==> src/rtl/adder_arbiter.sv <==
// adder_arbiter: round-robin arbiter feeding a single registered adder.
// NREQ requesters offer (a, b) operand pairs. One winner per free slot has
// its sum registered and presented on a valid/ready response port together
// with its index.
// Optional feature: define ADDER_ARBITER_OVF_EN to add the rsp_ovf output,
// which flags signed two's-complement overflow of the registered sum.
module adder_arbiter #(
    parameter int WIDTH = 8,
    parameter int NREQ  = 4
) (
    input  logic                                  clk,
    input  logic                                  reset,
    input  logic [NREQ-1:0]                       req_valid,
    output logic [NREQ-1:0]                       req_ready,
    input  logic [NREQ*WIDTH-1:0]                 req_a,
    input  logic [NREQ*WIDTH-1:0]                 req_b,
    output logic                                  rsp_valid,
    input  logic                                  rsp_ready,
    output logic [WIDTH-1:0]                      rsp_y,
    output logic [((NREQ > 1) ? $clog2(NREQ) : 1)-1:0] rsp_id
`ifdef ADDER_ARBITER_OVF_EN
    ,
    output logic                                  rsp_ovf
`endif
);

    localparam int          IDW = (NREQ > 1) ? $clog2(NREQ) : 1;
    localparam int unsigned NR  = NREQ;

    typedef enum logic {
        IDLE = 1'b0,
        RESP = 1'b1
    } state_t;

    state_t           state;
    state_t           state_nxt;
    logic [IDW-1:0]   last_grant;
    logic             found;
    logic [IDW-1:0]   gidx;
    logic             slot_free;
    logic             accept;
    logic [WIDTH-1:0] a_sel;
    logic [WIDTH-1:0] b_sel;
    logic [WIDTH-1:0] sum;
    logic             ovf;

    // Round-robin search: first valid requester starting at last_grant+1, wrapping.
    always_comb begin
        int unsigned lg_ext;
        found  = 1'b0;
        gidx   = '0;
        lg_ext = 32'(last_grant);
        for (int unsigned off = 1; off <= NR; off++) begin
            for (int unsigned i = 0; i < NR; i++) begin
                if (!found && req_valid[i] && (i == ((lg_ext + off) % NR))) begin
                    found = 1'b1;
                    gidx  = IDW'(i);
                end
            end
        end
    end

    // Slot availability and the one-hot grant; nothing is granted while reset is held.
    always_comb begin
        slot_free = (state == IDLE) || rsp_ready;
        accept    = 1'b0;
        req_ready = '0;
        if (!reset && slot_free && found) begin
            accept = 1'b1;
            for (int unsigned i = 0; i < NR; i++) begin
                req_ready[i] = (IDW'(i) == gidx);
            end
        end
    end

    // Operand mux for the winner, sum and signed-overflow detection.
    always_comb begin
        a_sel = '0;
        b_sel = '0;
        for (int unsigned i = 0; i < NR; i++) begin
            if (IDW'(i) == gidx) begin
                a_sel = req_a[i*WIDTH +: WIDTH];
                b_sel = req_b[i*WIDTH +: WIDTH];
            end
        end
        sum = a_sel + b_sel;
        ovf = (a_sel[WIDTH-1] == b_sel[WIDTH-1]) && (sum[WIDTH-1] != a_sel[WIDTH-1]);
    end

    // Next-state logic: an accepted request always lands in RESP; a consumed
    // result with nothing new to take drops back to IDLE.
    always_comb begin
        state_nxt = state;
        rsp_valid = (state == RESP);
        unique case (state)
            IDLE: begin
                if (accept) begin
                    state_nxt = RESP;
                end
            end
            RESP: begin
                if (accept) begin
                    state_nxt = RESP;
                end else if (rsp_ready) begin
                    state_nxt = IDLE;
                end
            end
            default: state_nxt = IDLE;
        endcase
    end

    // State register.
    always_ff @(posedge clk or posedge reset) begin
        if (reset) begin
            state <= IDLE;
        end else begin
            state <= state_nxt;
        end
    end

    // Result and arbitration-pointer registers; both update only on an accepted request.
    always_ff @(posedge clk or posedge reset) begin
        if (reset) begin
            rsp_y      <= '0;
            rsp_id     <= '0;
            last_grant <= IDW'(NREQ - 1);
        end else if (accept) begin
            rsp_y      <= sum;
            rsp_id     <= gidx;
            last_grant <= gidx;
        end
    end

`ifdef ADDER_ARBITER_OVF_EN
    // Overflow flag captured alongside rsp_y.
    always_ff @(posedge clk or posedge reset) begin
        if (reset) begin
            rsp_ovf <= 1'b0;
        end else if (accept) begin
            rsp_ovf <= ovf;
        end
    end
`else
    logic unused_ovf;
    always_comb unused_ovf = ovf;
`endif

endmodule

==> config.mk <==
export PLATFORM = sky130hd
export DESIGN_NAME = adder_arbiter
export DESIGN_NICKNAME = d
export VERILOG_FILES = /design/src/rtl/adder_arbiter.sv
export SDC_FILE = /design/constraint.sdc
export NUM_CORES = 1
export LEC_CHECK = 0
export ABC_AREA = 0
export BUFFER_PORTS_ARGS = -buffer_cell sky130_fd_sc_hd__buf_2
export CORE_ASPECT_RATIO = 0.75
export CORE_MARGIN = 4
export CORE_UTILIZATION = 47
export DETAILED_ROUTE_END_ITERATION = 16
export GPL_TIMING_DRIVEN = 0
export PLACE_DENSITY = 0.95
export SLEW_MARGIN = 30
export SYNTH_ARGS = -nofsm -noshare
export SYNTH_HDL_FRONTEND = slang
export SYNTH_SLANG_ARGS = --single-unit
export TNS_END_PERCENT = 1
==> constraint.sdc <==
create_clock -name clk -period 5.6 [get_ports clk]
set_input_delay 1.12 -clock clk [delete_from_list [all_inputs] [get_ports clk]]
set_output_delay 1.12 -clock clk [all_outputs]
set_load 0.005 [all_outputs]
Word-level counts from Yosys, hierarchy flattened
Index checks and enable logic that the tools add are counted.

cells by class
  $add $sub $neg = 5
  multiply operators = 0
  divide/modulo/power cells = 0
  $lt $le $gt $ge = 0
  equality and inequality tests = 15
  shift-type cells = 0
  muxes and demuxes = 45
  bitwise gates (word level) = 1
  reductions and logical operators = 55

operators with widths
  operator                                             number
  logical NOT 32 bit                                   4
  two-way mux 8 bit                                    8
  logical AND 1 bit                                    33
  two-way mux 2 bit                                    14
  two-way mux 1 bit                                    21
  equality test 2 bit (first input constant)           10
  logical NOT 1 bit                                    16
  equality test 1 x 2 -> 1 bit (first input constant)  5
  adder 8 bit                                          1
  adder 2 x 1 -> 2 bit (second input constant)         2
  adder 2 bit (second input constant)                  2
  two-way mux 4 bit                                    1
  logical NOT 2 bit                                    1
  one-hot mux 1 bit (2 select lines)                   1
  logical OR 1 bit                                     1
  inverter 1 bit                                       1

word-level totals
  bits in registers = 13
  bits in latches = 0
  memory bits (writable) = 0
  ROM bits = 0
  bits of input ports = 71
  output and inout port bits = 15
  memories = 0

Logic depth before layout (Yosys ltp)
  depth after elaboration = 70
  gate-level depth with buffers = 16
  mapped depth without buffers = 14

Worst setup path before layout
OpenSTA, ideal clock, no wires.

  path type = in2reg
  start point = in req_valid[3]
  end point = reg rsp_y[6]
  setup time = 0.133 ns
  arrival time = 3.909 ns
  data required time = 5.467 ns
  setup slack = 1.558 ns
  stages = 15
  path through = o21ai_0 > and3_4 > buf_6 > buf_4 > buf_4 > mux2i_1 > a21oi_1 > ha_1 > fa_1 > a21o_1 > a21oi_1 > o21bai_1 > a21oi_1 > xor2_1 > o21ai_0

between the ends
  word-level cells in the longest chain between the ends = 57
  elaborated cells between the ends (all ways) = 79
  those cells by class = add/sub (1); eq/ne (3); mux (35); reduce/logical (40)

ends and longest elaborated chain
  element                          RTL line  RTL
  start, declared                  13        input logic [NREQ-1:0] req_valid,
  logical AND 1 bit (2 in series)  55        if (!found && req_valid[i] && (i == ((lg_ext + off) % NR))) begin
  two-way mux 1 bit                55
  logical NOT 1 bit                55
  logical AND 1 bit (2 in series)  55
  two-way mux 1 bit                55
  logical NOT 1 bit                55
  logical AND 1 bit (2 in series)  55
  two-way mux 1 bit                55
  [33 not listed]                  --
  logical AND 1 bit (2 in series)  55
  two-way mux 1 bit                55
  logical NOT 1 bit                55
  logical AND 1 bit (2 in series)  55
  two-way mux 2 bit                55
  logical NOT 2 bit                81        if (IDW'(i) == gidx) begin
  two-way mux 8 bit (4 in series)  81
  adder 8 bit                      86        sum = a_sel + b_sel;
  end signal, assigned             128       rsp_y <= sum;
  end, declared                    19        output logic [WIDTH-1:0] rsp_y,

Parallel ways exist; a longest one is shown, timed or not.
A chain may end at the register's enable or synchronous reset.

Worst setup path in the final report
Ends and elaborated chain as after synthesis.

==> impl_table.tex <==
\begin{tabular}{lr}
\hline
Metric & Value \\
\hline
\multicolumn{2}{l}{\textbf{Synth}} \\
Area share of xor/xnor cells in the synthesized design & approximately 3.1\% \\
Proportion of synthesized chip area in sequential cells & 23.4\% \\
Simple-gate area share of the yosys netlist & between 15 and 20\% \\
Largest family of logic cells by synthesized area & compound AO/OA/AOI/OAI gates \\
Post-synthesis net count & 250 \\
Mux cell area share after synthesis & 21.3\% \\
Leading post-synthesis cells by cell area & sky130\_fd\_sc\_hd\_\_dfrtp\_1 20\%, sky130\_fd\_sc\_hd\_\_mux2\_2 11\%, sky130\_fd\_sc\_hd\_\_mux2i\_1 10\%, sky130\_fd\_sc\_hd\_\_a21oi\_1 7.5\%, sky130\_fd\_sc\_hd\_\_ha\_1 6.3\% \\
Compound-gate portion of the synthesized area & between 20\% and 30\% \\
Library cell with the largest summed area after synthesis & sky130\_fd\_sc\_hd\_\_dfrtp\_1 \\
Post-synthesis average cell area & around 8 um\^{}2 \\
Cell area after technology mapping & between 1000 and 1500 um\^{}2 \\
Ys Warns & 0 \\
Gate count of the mapped netlist & about 170 \\
Top-area cell type share of the netlist area & $\sim$20\% \\
Register bit total from synthesis & 13 \\
Number of distinct library cell variants in the gate-level netlist after synthesis & 36 \\
Adder and majority cell fraction of the synthesized area & 7.69\% \\
\multicolumn{2}{l}{\textbf{CTS}} \\
Clock latency on the worst-skew pair & around 0.24 ns \\
Number of hold-repair buffers added at the cts stage & 0 \\
Inserted Clock Buffers & 3 \\
Root Driver & sky130\_fd\_sc\_hd\_\_clkbuf\_8 \\
Post\_cts resized & 0 \\
Clock input transition at the sequential cells of the worst setup and hold paths & $\sim$0.060 ns \\
CTS HTree Levels & 1 \\
Buffer levels on the longest clock path & 2 \\
Post-CTS Setup Repair Bufs & 0 \\
Sinks on Clock Net & 13 \\
TritonCTS clock tree & built \\
\multicolumn{2}{l}{\textbf{Cells and area}} \\
Total number of nets in the final design & 340 \\
Total inserted antenna cells & 0 \\
Ratio of cells with drive above 1 in the final layout & a little over two fifths \\
Most common cell after layout, fill and taps aside & sky130\_fd\_sc\_hd\_\_buf\_2 \\
Area added between synthesis and finish & 36.9\% \\
Leading cell types in the layout, fill and taps excluded & 86 x sky130\_fd\_sc\_hd\_\_buf\_2, 23 x sky130\_fd\_sc\_hd\_\_nor2\_1, 21 x sky130\_fd\_sc\_hd\_\_a21oi\_1 \\
Number of inserted filler cells in the final layout & about 230 \\
Final non-filler cell total & between 200 and 300 \\
\multicolumn{2}{l}{\textbf{Floorplanning}} \\
Die ar. & 3920 um\^{}2 \\
Count of boundary I/O pins & 86 \\
Number of rows created at floorplan & 16 \\
Starting utilization of the core area & $\sim$51\% \\
Core box area & between 2000 and 3000 um\^{}2 \\
Die boundary height & 55.3 um \\
Width of the die & $\sim$70 um \\
\multicolumn{2}{l}{\textbf{Critical path}} \\
Biggest fanout along the worst timing path & 10 \\
Classification of the worst setup path & input port to flop \\
Critical Path Max Stage Delay & $\sim$0.44 ns \\
Category of the worst setup path capture point & flop \\
Required @ worst endpoint & 5.72 ns \\
Startpoint types & input port \\
Critical path arrival & approximately 4.5 ns \\
CP Cell Sequence & buf\_2, o21ai\_0, and3\_4, buf\_6, buf\_4, buf\_4, mux2i\_1, a21oi\_1, ha\_1, fa\_1, a21o\_1, a21oi\_1, o21bai\_1, a21oi\_1, xor2\_1, o21ai\_0 \\
Most common cell type on the critical path & sky130\_fd\_sc\_hd\_\_a21oi\_1 \\
Cell at the slowest stage of the critical path & sky130\_fd\_sc\_hd\_\_o21ai\_0 \\
\multicolumn{2}{l}{\textbf{Global routing}} \\
First-pass GRT wire length & 6.44 mm \\
GR Util met2 & 34.2\% \\
Global routing usage summed across all routing layers & about a fifth \\
Remaining global-route overflow & 0 \\
Met3 layer usage reported by global route & between 5 and 6\% \\
Number of global-route vias before repair & between 1500 and 2000 \\
Layer with the highest usage & met2 \\
Pin count of the biggest net entering global routing & 14 \\
Number of antenna violations at the first check in global routing & 0 \\
Met1 Resource Use GR & between 20\% and 30\% \\
\multicolumn{2}{l}{\textbf{Placed design}} \\
Last weighted congestion value of the routability-driven placer & $\sim$0.86 \\
PortBufs & 85 \\
Worst setup slack before clock tree synthesis & a little under 1 ns \\
Instance count after placement with tap cells included & $\sim$290 \\
Total half-perimeter wirelength after legalization and detailed placement & $\sim$3.2 mm \\
\multicolumn{2}{l}{\textbf{Routing}} \\
Via count & $\sim$1600 \\
Vias per Instance & 5.31 \\
Final routed DRC violation total & 0 \\
Pre-antenna DRT Iters & 5 \\
Routed wire length & 3.86 mm \\
Count of nets left with antenna violations after detail routing & 0 \\
Average detailed-routed wire length per instance & roughly 13 um \\
Detailed router's first-iteration violation count & 63 \\
\multicolumn{2}{l}{\textbf{Timing}} \\
Fin Clk Skew & $\sim$0.0017 ns \\
Number of setup violations in the final report & 0 \\
Pins over their slew limit & 0 \\
Worst slack on hold paths & 0.476 ns \\
Final number of hold-violating endpoints & 0 \\
Final clock period utilization by the worst path & between 70\% and 80\% \\
Setup tns final & 0 ns \\
Time the final worst path needs with I/O delays and setup & roughly 4.4 ns \\
Setup repair after global routing missed its margin & false \\
Worst setup slack after layout & approximately 1.2 ns \\
Slew headroom & between 60 and 70\% \\
Slew at the pin closest to its max-slew limit & around 0.56 ns \\
Highest clock rate & approximately 0.23 GHz \\
\multicolumn{2}{l}{\textbf{Power}} \\
Leakage Power & 1.04 nW \\
VDD IR-drop max & approximately 0.0002 V \\
Pwr Total & around 0.70 mW \\
PD cells & about 360 nW/um\^{}2 \\
\multicolumn{2}{l}{\textbf{Run status}} \\
Outcome & finished, final reports clean \\
\multicolumn{2}{l}{\textbf{Worst hold path}} \\
Class of the most critical hold timing path & flop to flop \\
\multicolumn{2}{l}{\textbf{Job}} \\
Count of maximum capacitance violations & 0 \\
\hline
\end{tabular}
## synth_stat cells, drive strengths merged
library cell / number
nor3: 3
dfrtp: 11
fa: 1
nand4: 1
o21a: 1
and2: 1
nand2b: 4
nor2: 23
nand2: 13
xnor2: 2
o21bai: 1
inv: 6
and3: 3
a211o: 4
a211oi: 4
ha: 7
buf: 4
clkbuf: 5
mux2: 14
o211ai: 1
nand3b: 1
and2b: 1
nor2b: 3
o21ai: 8
a21oi: 21
dfstp: 2
mux2i: 14
xor2: 3
a21o: 5
a31oi: 4
## worst paths after layout
| path | start | end | slack [ns] | depth (start not counted) |
|---|---|---|---|---|
| worst max-delay path | req_valid[3] | rsp_y[6]$_DFFE_PP0P_ | 1.18 | 16 |
| worst min-delay path | rsp_id[1]$_DFFE_PP0P_ | rsp_id[1]$_DFFE_PP0P_ | 0.48 | 1 |
| worst max register to register | last_grant[0]$_DFFE_PP1P_ | rsp_y[6]$_DFFE_PP0P_ | 1.70 | 16 |
| worst min register to register | rsp_id[1]$_DFFE_PP0P_ | rsp_id[1]$_DFFE_PP0P_ | 0.48 | 1 |
| max in group asynchronous | reset | last_grant[0]$_DFFE_PP1P_ | 4.36 | 2 |
| min in group asynchronous | reset | rsp_id[1]$_DFFE_PP0P_ | 0.90 | 2 |
## state kept, by name, indices dropped and copies added (netlist names)
signal and count:
last_grant 2, rsp_id 2, rsp_valid 1, rsp_y 8
## area by class of cell
type                    count  area, um^2  share of cell area, %
flip-flops and latches     13         328                   17.1
clock buffers               3        41.3                   2.15
plain buffers               9        51.3                   2.68
inverters                   6        22.5                   1.17
multi-input cells         143         998                   52.1
well taps                  36        45.0                   2.35
clock inverters             1        5.00                  0.261
repair buffers             85         425                   22.2
## through the flow
step / utilization (%) / area [um^2]
6_report: 70.4 / 1920
5_1_grt: 70.4 / 1920
4_1_cts: 70.4 / 1920
3_5_place_dp: 68.7 / 1870
3_3_place_gp: 68.7 / 1870
2_1_floorplan: - / 1400
## routing by layer
layer / share of wire (%) / routed length [um]
met3: 9.8 / 380
met5: 0 / 0
met4: 0.91 / 35
met1: 43 / 1650
met2: 47 / 1800
## power by group
part	switching, mW	internal [mW]	total (mW)
Sequential	0.0214	0.133	0.155
Clock	0.0344	0.0491	0.0836
Combinational	0.238	0.220	0.458
Total	0.294	0.403	0.697
## critical path: cells and delay by family
kind | cells | cell delay (ns)
multiplexers | 1 | 0.25
adder cells (fa/ha/maj) | 2 | 0.63
XOR/XNOR | 1 | 0.17
AND/OR/NAND/NOR | 1 | 0.30
AO/OA/AOI/OAI | 7 | 1.37
buffers and inverters | 4 | 0.70
## logic make-up (layout without fill, tap and decap cells)
| logic type | after synthesis | in the layout |
|---|---|---|
| mux | 28 | 28 |
| fa+ha+maj | 8 | 8 |
| buf+inv | 15 | 104 |
| xor+xnor | 5 | 5 |
| compound gates | 49 | 49 |
| simple gates | 53 | 53 |
| flops | 13 | 13 |
(Power assumes the default switching activity.)
